[src/rtl/gray_conv_pkg.sv]
// +----------------------------------------------------------------------------+
// | gray_conv_pkg: types and constants shared across the excess-3 to Gray chain |
// | Rev 1.0                                                                     |
// +----------------------------------------------------------------------------+
`default_nettype none

package gray_conv_pkg;

    localparam int CODE_W = 4;

    typedef logic [CODE_W-1:0] code_t;

    typedef struct packed {
        logic  err;
        code_t code;
    } entry_t;

    localparam code_t EX3_MIN = 4'b0011;
    localparam code_t EX3_MAX = 4'b1100;

    typedef enum logic [1:0] {
        OCC_EMPTY   = 2'd0,
        OCC_PARTIAL = 2'd1,
        OCC_FULL    = 2'd2
    } occ_t;

endpackage

`default_nettype wire

[src/rtl/gray_fifo_mem.sv]
// +----------------------------------------------------------------------------+
// | gray_fifo_mem: DEPTH x entry_t register array, sync write, async read      |
// | Rev 1.0                                                                     |
// +----------------------------------------------------------------------------+
`default_nettype none

module gray_fifo_mem
    import gray_conv_pkg::*;
#(
    parameter int DEPTH = 8
) (
    input  logic                     clk,
    input  logic                     we_i,
    input  logic [$clog2(DEPTH)-1:0] waddr_i,
    input  entry_t                   wdata_i,
    input  logic [$clog2(DEPTH)-1:0] raddr_i,
    output entry_t                   rdata_o
);

    // Storage carries no reset; occupancy logic decides what is meaningful.
    entry_t mem_q [DEPTH];

    always_ff @(posedge clk) begin
        if (we_i) begin
            mem_q[waddr_i] <= wdata_i;
        end
    end

    assign rdata_o = mem_q[raddr_i];

endmodule

`default_nettype wire

[src/rtl/gray_capture_fifo.sv]
// +----------------------------------------------------------------------------+
// | gray_capture_fifo: captures Gray codes + error flags into a valid/ready    |
// | FIFO; counts error digits (saturating) and flags overflow (sticky).        |
// | Optional macro ERR_DROP_EN: error-flagged inputs are counted, not stored.   |
// | Rev 1.0                                                                     |
// +----------------------------------------------------------------------------+
`default_nettype none

module gray_capture_fifo
    import gray_conv_pkg::*;
#(
    parameter int DEPTH = 8,
    parameter int ERR_W = 8
) (
    input  logic                   clk,
    input  logic                   rst_n,
    input  logic                   in_valid,
    input  logic [CODE_W-1:0]      in_gray,
    input  logic                   in_error,
    output logic                   in_ready,
    output logic                   out_valid,
    input  logic                   out_ready,
    output logic [CODE_W-1:0]      out_gray,
    output logic                   out_error,
    output logic [$clog2(DEPTH):0] count,
    output logic [ERR_W-1:0]       err_cnt,
    output logic                   overflow
);

    localparam int c_PTR_W = $clog2(DEPTH);
    localparam int c_CNT_W = c_PTR_W + 1;
    localparam logic [c_CNT_W-1:0] c_FULL_CNT = c_CNT_W'(DEPTH);

    logic [c_PTR_W-1:0] wr_ptr_q, wr_ptr_d;
    logic [c_PTR_W-1:0] rd_ptr_q, rd_ptr_d;
    logic [c_CNT_W-1:0] count_q, count_d;
    logic [ERR_W-1:0]   err_cnt_q, err_cnt_d;
    logic               overflow_q, overflow_d;

    occ_t   w_occ;
    logic   w_accept;
    logic   w_wr;
    logic   w_rd;
    entry_t w_wdata;
    entry_t w_head;

    always_comb begin
        w_occ = OCC_PARTIAL;
        if (count_q == '0) begin
            w_occ = OCC_EMPTY;
        end else if (count_q == c_FULL_CNT) begin
            w_occ = OCC_FULL;
        end
    end

    assign in_ready  = (w_occ != OCC_FULL);
    assign out_valid = (w_occ != OCC_EMPTY);
    assign w_accept  = in_valid & in_ready;
    assign w_rd      = out_valid & out_ready;

`ifdef ERR_DROP_EN
    // Error digits still complete the handshake but never reach storage.
    assign w_wr = w_accept & ~in_error;
`else
    assign w_wr = w_accept;
`endif

    assign w_wdata = '{err: in_error, code: in_gray};

    gray_fifo_mem #(
        .DEPTH (DEPTH)
    ) u_mem (
        .clk     (clk),
        .we_i    (w_wr),
        .waddr_i (wr_ptr_q),
        .wdata_i (w_wdata),
        .raddr_i (rd_ptr_q),
        .rdata_o (w_head)
    );

    always_comb begin
        wr_ptr_d   = wr_ptr_q;
        rd_ptr_d   = rd_ptr_q;
        count_d    = count_q;
        err_cnt_d  = err_cnt_q;
        overflow_d = overflow_q;

        if (w_wr) begin
            wr_ptr_d = wr_ptr_q + c_PTR_W'(1);
        end
        if (w_rd) begin
            rd_ptr_d = rd_ptr_q + c_PTR_W'(1);
        end
        if (w_wr && !w_rd) begin
            count_d = count_q + c_CNT_W'(1);
        end else if (!w_wr && w_rd) begin
            count_d = count_q - c_CNT_W'(1);
        end
        if (w_accept && in_error && (err_cnt_q != '1)) begin
            err_cnt_d = err_cnt_q + ERR_W'(1);
        end
        if (in_valid && !in_ready) begin
            overflow_d = 1'b1;
        end
    end

    always_ff @(posedge clk) begin
        if (!rst_n) begin
            wr_ptr_q   <= '0;
            rd_ptr_q   <= '0;
            count_q    <= '0;
            err_cnt_q  <= '0;
            overflow_q <= 1'b0;
        end else begin
            wr_ptr_q   <= wr_ptr_d;
            rd_ptr_q   <= rd_ptr_d;
            count_q    <= count_d;
            err_cnt_q  <= err_cnt_d;
            overflow_q <= overflow_d;
        end
    end

    assign out_gray = out_valid ? w_head.code : '0;
`ifdef ERR_DROP_EN
    assign out_error = 1'b0;
`else
    assign out_error = out_valid & w_head.err;
`endif

    assign count    = count_q;
    assign err_cnt  = err_cnt_q;
    assign overflow = overflow_q;

endmodule

`default_nettype wire

[config.mk]
export PLATFORM = sky130hd
export DESIGN_NAME = gray_capture_fifo
export DESIGN_NICKNAME = d
export VERILOG_FILES = /design/src/rtl/gray_conv_pkg.sv /design/src/rtl/gray_fifo_mem.sv /design/src/rtl/gray_capture_fifo.sv
export SDC_FILE = /design/constraint.sdc
export NUM_CORES = 1
export LEC_CHECK = 0
export BUFFER_PORTS_ARGS = -buffer_cell sky130_fd_sc_hd__buf_2
export CORE_MARGIN = 3
export CORE_UTILIZATION = 57
export DETAILED_ROUTE_END_ITERATION = 10
export PLACE_DENSITY_LB_ADDON = 0.12
export SLEW_MARGIN = 0
export SYNTH_ARGS = -nofsm -noshare
export SYNTH_HDL_FRONTEND = slang
export SYNTH_SLANG_ARGS = --single-unit
[constraint.sdc]
create_clock -name clk -period 3 [get_ports clk]
set_input_delay 0.3 -clock clk [delete_from_list [all_inputs] [get_ports clk]]
set_output_delay 0.3 -clock clk [all_outputs]
set_load 0.01 [all_outputs]
; Word-level counts from Yosys, hierarchy flattened
; Memory sizes are Yosys's and may differ from the RTL's. A register that Yosys moved wholly into a read port is not among the register bits.
; Index checks and enable logic that the tools add are counted.
[totals]
ff_bits = 19
ram_bits = 40
input_bits = 9
elab_cells = 37
memories = 1
[mem_list]
columns = name, words, word_bits, rd, rd_clocked_by_memory_dff, write_ports, line
row1 = u_mem.mem_q, 8, 5, 1, 1, 1, gray_fifo_mem.sv:21  ; entry_t mem_q [DEPTH];
[classes]
n_addsub = 5
n_eq_ne = 3
muxes = 9
n_bitwise = 3
n_reduce_logical = 11
[op_table]
columns = operator, n
row1 = 2-to-1 mux 4 bit, 3
row2 = adder 8 x 1 -> 8 bit (second input constant), 1
row3 = != test 8 bit (second input constant), 1
row4 = adder 3 x 1 -> 3 bit (second input constant), 2
row5 = 2-to-1 mux 3 bit, 2
row6 = logical AND 1 bit, 5
row7 = adder 4 x 1 -> 4 bit (second input constant), 1
row8 = equality test 4 bit (second input constant), 1
row9 = zero test 4 bit, 1
row10 = 2-to-1 mux 2 bit, 2
row11 = nonzero test 2 bit, 2
row12 = subtractor 4 x 1 -> 4 bit (second input constant), 1
row13 = AND 1 bit, 3
row14 = zero test 1 bit, 3
row15 = 2-to-1 mux 1 bit, 2
row16 = != test 2 bit (second input constant), 1

; Longest topological paths before layout
[logic_depth]
depth_word = 9
mapped_depth = 11
ltp_nobuf = 11

; Hierarchy
; A second synthesis with hierarchy kept.
[unflattened]
cells_unflattened = 180
hier_area_um2 = 2640.0
[by_module_without_submodules]
columns = mod, instances, cells_each, area_each_um2, seq_area_each_um2
row1 = gray_fifo_mem, 1, 70, 1594.0, 1201.2
row2 = gray_capture_fifo, 1, 110, 1046.0, 380.4

; Worst setup path before layout
; OpenSTA, ideal clock, no wires.
[synth_path]
path_type = register to register
from = register count_q[0] (netlist: count[0])
to = register count_q[3] (netlist: count[3])
t_arrival_ns = 2.341
t_required_ns = 2.928
slack_ns = 0.587
stages_incl_launch_ff = 12
path_buffers = 0
synth_period_minus_slack_ns = 2.413
cell_sequence = dfxtp_1 -> nor4b_4 -> inv_4 -> nand2_4 -> inv_1 -> ha_1 -> inv_1 -> ha_1 -> a21oi_1 -> a211oi_1 -> a31oi_1 -> mux2i_1
[synth_between]
elab_chain_cells = 8
word_cells_on_any_way = 17
cone_classes = 2 x add/sub / 2 x eq/ne / 4 x mux / 2 x bitwise / 7 x reduce/logical
[synth_rtl]
columns = item, line
row1 = from (decl), gray_capture_fifo.sv:36  ; logic [c_CNT_W-1:0] count_q, count_d;
row2 = from (signal assigned), gray_capture_fifo.sv:117  ; count_q <= count_d;
row3 = equality test 4 bit, gray_capture_fifo.sv:51  ; end else if (count_q == c_FULL_CNT) begin
row4 = 2-to-1 mux 2 bit, gray_capture_fifo.sv:51
row5 = 2-to-1 mux 2 bit (*), gray_capture_fifo.sv:49  ; if (count_q == '0) begin
row6 = != test 2 bit (*), gray_capture_fifo.sv:56  ; assign in_ready = (w_occ != OCC_FULL);
row7 = via in_ready, gray_capture_fifo.sv:20  ; output logic in_ready,
row8 = AND 1 bit (*), gray_capture_fifo.sv:58  ; assign w_accept = in_valid & in_ready;
row9 = via u_mem.we_i, gray_fifo_mem.sv:13  ; input logic we_i,
row10 = zero test 1 bit, gray_capture_fifo.sv:96  ; end else if (!w_wr && w_rd) begin
row11 = logical AND 1 bit, gray_capture_fifo.sv:96
row12 = nonzero test 2 bit (no source line), n/a
; Mark *: on every way through the listed nets, which the timed path passes. The rest lies on a longest branch. The select of a mux whose other input is x is not followed.
; A chain may end at the register's enable or synchronous reset.

; Worst setup path after layout
[layout_path]
from = register count_q[0] (netlist: count[0])
to = register count_q[3] (netlist: count[3])
[layout_between]
elab_chain_cells = 8
word_cells_on_any_way = 17
cone_classes = 2 x add/sub / 2 x eq/ne / 4 x mux / 2 x bitwise / 7 x reduce/logical
[layout_rtl]
columns = item, line
row1 = equality test 4 bit, gray_capture_fifo.sv:51
row2 = 2-to-1 mux 2 bit, gray_capture_fifo.sv:51
row3 = 2-to-1 mux 2 bit (*), gray_capture_fifo.sv:49
row4 = != test 2 bit (*), gray_capture_fifo.sv:56
row5 = AND 1 bit (*), gray_capture_fifo.sv:58
row6 = via u_mem.we_i, gray_fifo_mem.sv:13
row7 = zero test 1 bit, gray_capture_fifo.sv:96
row8 = logical AND 1 bit, gray_capture_fifo.sv:96
row9 = nonzero test 2 bit (no source line), n/a
; Marks and branches as above.

==> results.md <==
* Reg-to-Reg End: count[3]
* Routed wire length per instance at 16.8 um
* Syn Area/Cell at 14.4 um2
* Number of global-route vias before repair at 1567
* Crit. Startpoint: count[0]
* Setup_tns at 0 ns
* Hold Path Class: primary input to register
* Starting Density at 60.1%
* RSZ-0062 raised after global routing: false
* Slowest stage delay, CP at 0.55 ns
* Yosys top cell area share at 45.3%
* Core ar. at 0.00441 mm2
* WS Path Type: register to register
* Max-slew violations at 0
* Gr ovfl total at 0
* Worst path arrival time at 2.92 ns
* Placed instance count at 263
* Drt pass-1 iters at 4
* Crit-path max FO at 7
* CTS tree: built
* CTS sink cnt at 62
* Post-Layout Cell Count at 279
* Setup crit end kind: register
* Die Area at 0.00551 mm2
* Mapped Area at 0.00265 mm2
* Via density at 5.65
* Critical R2R Launch: count[0]
* Fin Clk Skew at 0.00612 ns
* Row cnt at 24
* Synth async-reset ratio at 0%
* # port buffers at 28
* Synth area leader: edfxtp_1
* Crit path depth at 11
* Gr usage total at 19.7%
* PwrDens at 858 mW/mm2
* CTS Buf Count at 9
* Most common cell in the netlist: edfxtp_1
* Library cells used by synthesis at 34
* First-pass GRT wire length at 7690 um
* CTS Hold Buffers Added at 0
* Post-synth EDFFs at 40
* Die width at 74.2 um
* Vias at 1575
* Clk root buf: clkbuf_8
* Crit-path cells: nor4b_4, inv_4, nand2_4, inv_1, ha_1, inv_1, ha_1, a21oi_1, a211oi_1, a31oi_1, mux2i_1
* Tmin final at 2.66 ns
* Initial drt markers at 95
* Initial antenna violation count at 0
* Reg clk slew, reported paths at 0.06 ns
* N_diodes at 0
* Clock latency on the worst-skew pair at 0.33 ns
* CP Buf/Inv Count at 3
* Syn Inst Count at 184
* Sequential share of the synthesized area at 61.9%
* Drt drc at 0
* Drt total wl at 4700 um
* YS warnings at 0
* Nets at 238
* Largest cells by area after synthesis: edfxtp_1, dfxtp_1, mux4_2
* Worst Path Required at 3.26 ns
* Final hold vios at 0
* ANT nets after route at 0
* Final HPWL DP at 3270 um
* Top_reg_cell synth: edfxtp_1
* Outcome: completed
* Period utilization at 88.8%
* Gpl congestion at 0.847
* CP startpoint kind: register
* Slowest-stage cell, CP: nor4b_4
* R2R setup slack at 0.34 ns
* Relative slew margins at 54.4%
* H-tree Lvls at 3
* Post-synthesis register bit count at 62
* Final setup viols at 0
* Highest clock rate at 375 MHz
* Largest net degree at the start of global routing at 26
* Slew @ Worst Pin at 0.683 ns
* Chip Height at 74.2 um
* Area growth, synth to finish at 15.1%
* Synthesized net count at 200
* Worst IR drop on VDD at 0.000422 V
* Max_cap viols at 0
* Hold-critical path depth at 1
* Top-Level Pins at 29
* Commonest cells in the netlist: edfxtp_1, dfxtp_1, mux2i_1, nand2_1
* Share of layout cells above drive strength 1 at 27.3%
* Clock Path Buffers at 2
* Cell family with most CP delay: simple AND/OR/NAND/NOR gates
* Setup repair bufs after CTS at 0
* R2R depth at 11
* Lkg Pwr at 1.16 nW
* End point of the critical path: count[3]
* Cells resized by post-CTS repair at 0
[cell type report]
type | count | area (um2)
fillers | 313 | 1360
multi-input cells | 112 | 970
flip-flops and latches | 62 | 1640
inverters | 4 | 17.5
clock buffers | 11 | 131
repair buffers | 33 | 178
well taps | 52 | 65.1
clock inverters | 5 | 51.3
[layout by cell type (no fill, tap or decap), types with 2 or more instances in the layout]
master    Yosys  layout
clkinv_2      0       2
ha_1          6       6
buf_4         0       5
clkbuf_1      4       2
mux2i_1      12      12
inv_1         2       2
clkbuf_8      0       9
a21oi_1       2       2
xnor2_1       6       6
nor4_1        3       3
buf_2         1      28
and3_1        2       2
nor3_1        4       4
nand2_1      12      12
nand2b_1      7       7
and2_1       10      10
and4_1        2       2
nand3_1       9       9
xor2_1        3       3
nand4_1       2       2
a21boi_0      2       2
mux4_2       10      10
edfxtp_1     40      40
nor2b_1       3       3
nor2_1        9       9
dfxtp_1      22      22
[flip-flops by register name, summed over array words and instances (netlist names), named ones only]
name	count
u_mem.mem_q	40
err_cnt	8
count	4
rd_ptr_q	3
wr_ptr_q	3
overflow	1
[kinds of logic (layout without fill, tap and decap cells)]
group,Yosys count,in the layout,share of synthesized area (%)
buffers and inverters,10,53,1.56
adders and majority gates,7,7,3.58
and+or+nand+nor,66,66,14.6
xor gates and xnor gates,9,9,2.97
muxes,22,22,13.0
AOI/OAI and AO/OA,8,8,2.41
DFF,62,62,61.9
[metal layers]
layer	global-route usage (%)	share of wire (%)
met1	25.7	46
met2	30.8	48
met3	5.95	4.7
met4	8.89	1.6
met5	0	0
[worst register-to-register path: stages (launching register included)]
cell	delay [ns]
dfxtp_1	0.41
nor4b_4	0.55
inv_4	0.09
nand2_4	0.13
inv_1	0.05
ha_1	0.18
inv_1	0.14
ha_1	0.29
a21oi_1	0.23
a211oi_1	0.10
a31oi_1	0.21
mux2i_1	0.21
[worst min path at each step]
stage               slack [ns]        from           endpoint
floorplan                 0.40  in_gray[0]  u_mem.mem_q[0][0]
global placement          0.47  err_cnt[7]         err_cnt[7]
detailed placement        0.49    overflow           overflow
CTS                       0.23  in_gray[1]  u_mem.mem_q[1][1]
global route              0.24  in_gray[0]  u_mem.mem_q[5][0]
finish                    0.24  in_gray[1]  u_mem.mem_q[3][1]
[power breakdown]
part	switching (mW)	total (mW)	internal, mW
clock network	0.299	0.677	0.378
registers	0.145	1.15	1.00
logic	0.394	0.795	0.401
total	0.838	2.62	1.78
[stage by stage]
step | setup slack (ns) | hold slack [ns] | util [%] | area (um2) | power, mW
2_1_floorplan | 0.587 | 0.399 | - | 2650 | 1.71
3_3_place_gp | 0.527 | 0.468 | 65.1 | 2870 | 1.94
3_5_place_dp | 0.352 | 0.491 | 65.1 | 2870 | 1.97
4_1_cts | 0.325 | 0.228 | 69.2 | 3050 | 2.65
5_1_grt | 0.151 | 0.239 | 69.2 | 3050 | 2.78
6_report | 0.336 | 0.240 | 69.2 | 3050 | 2.62
Power figures use the tool's default switching activity.
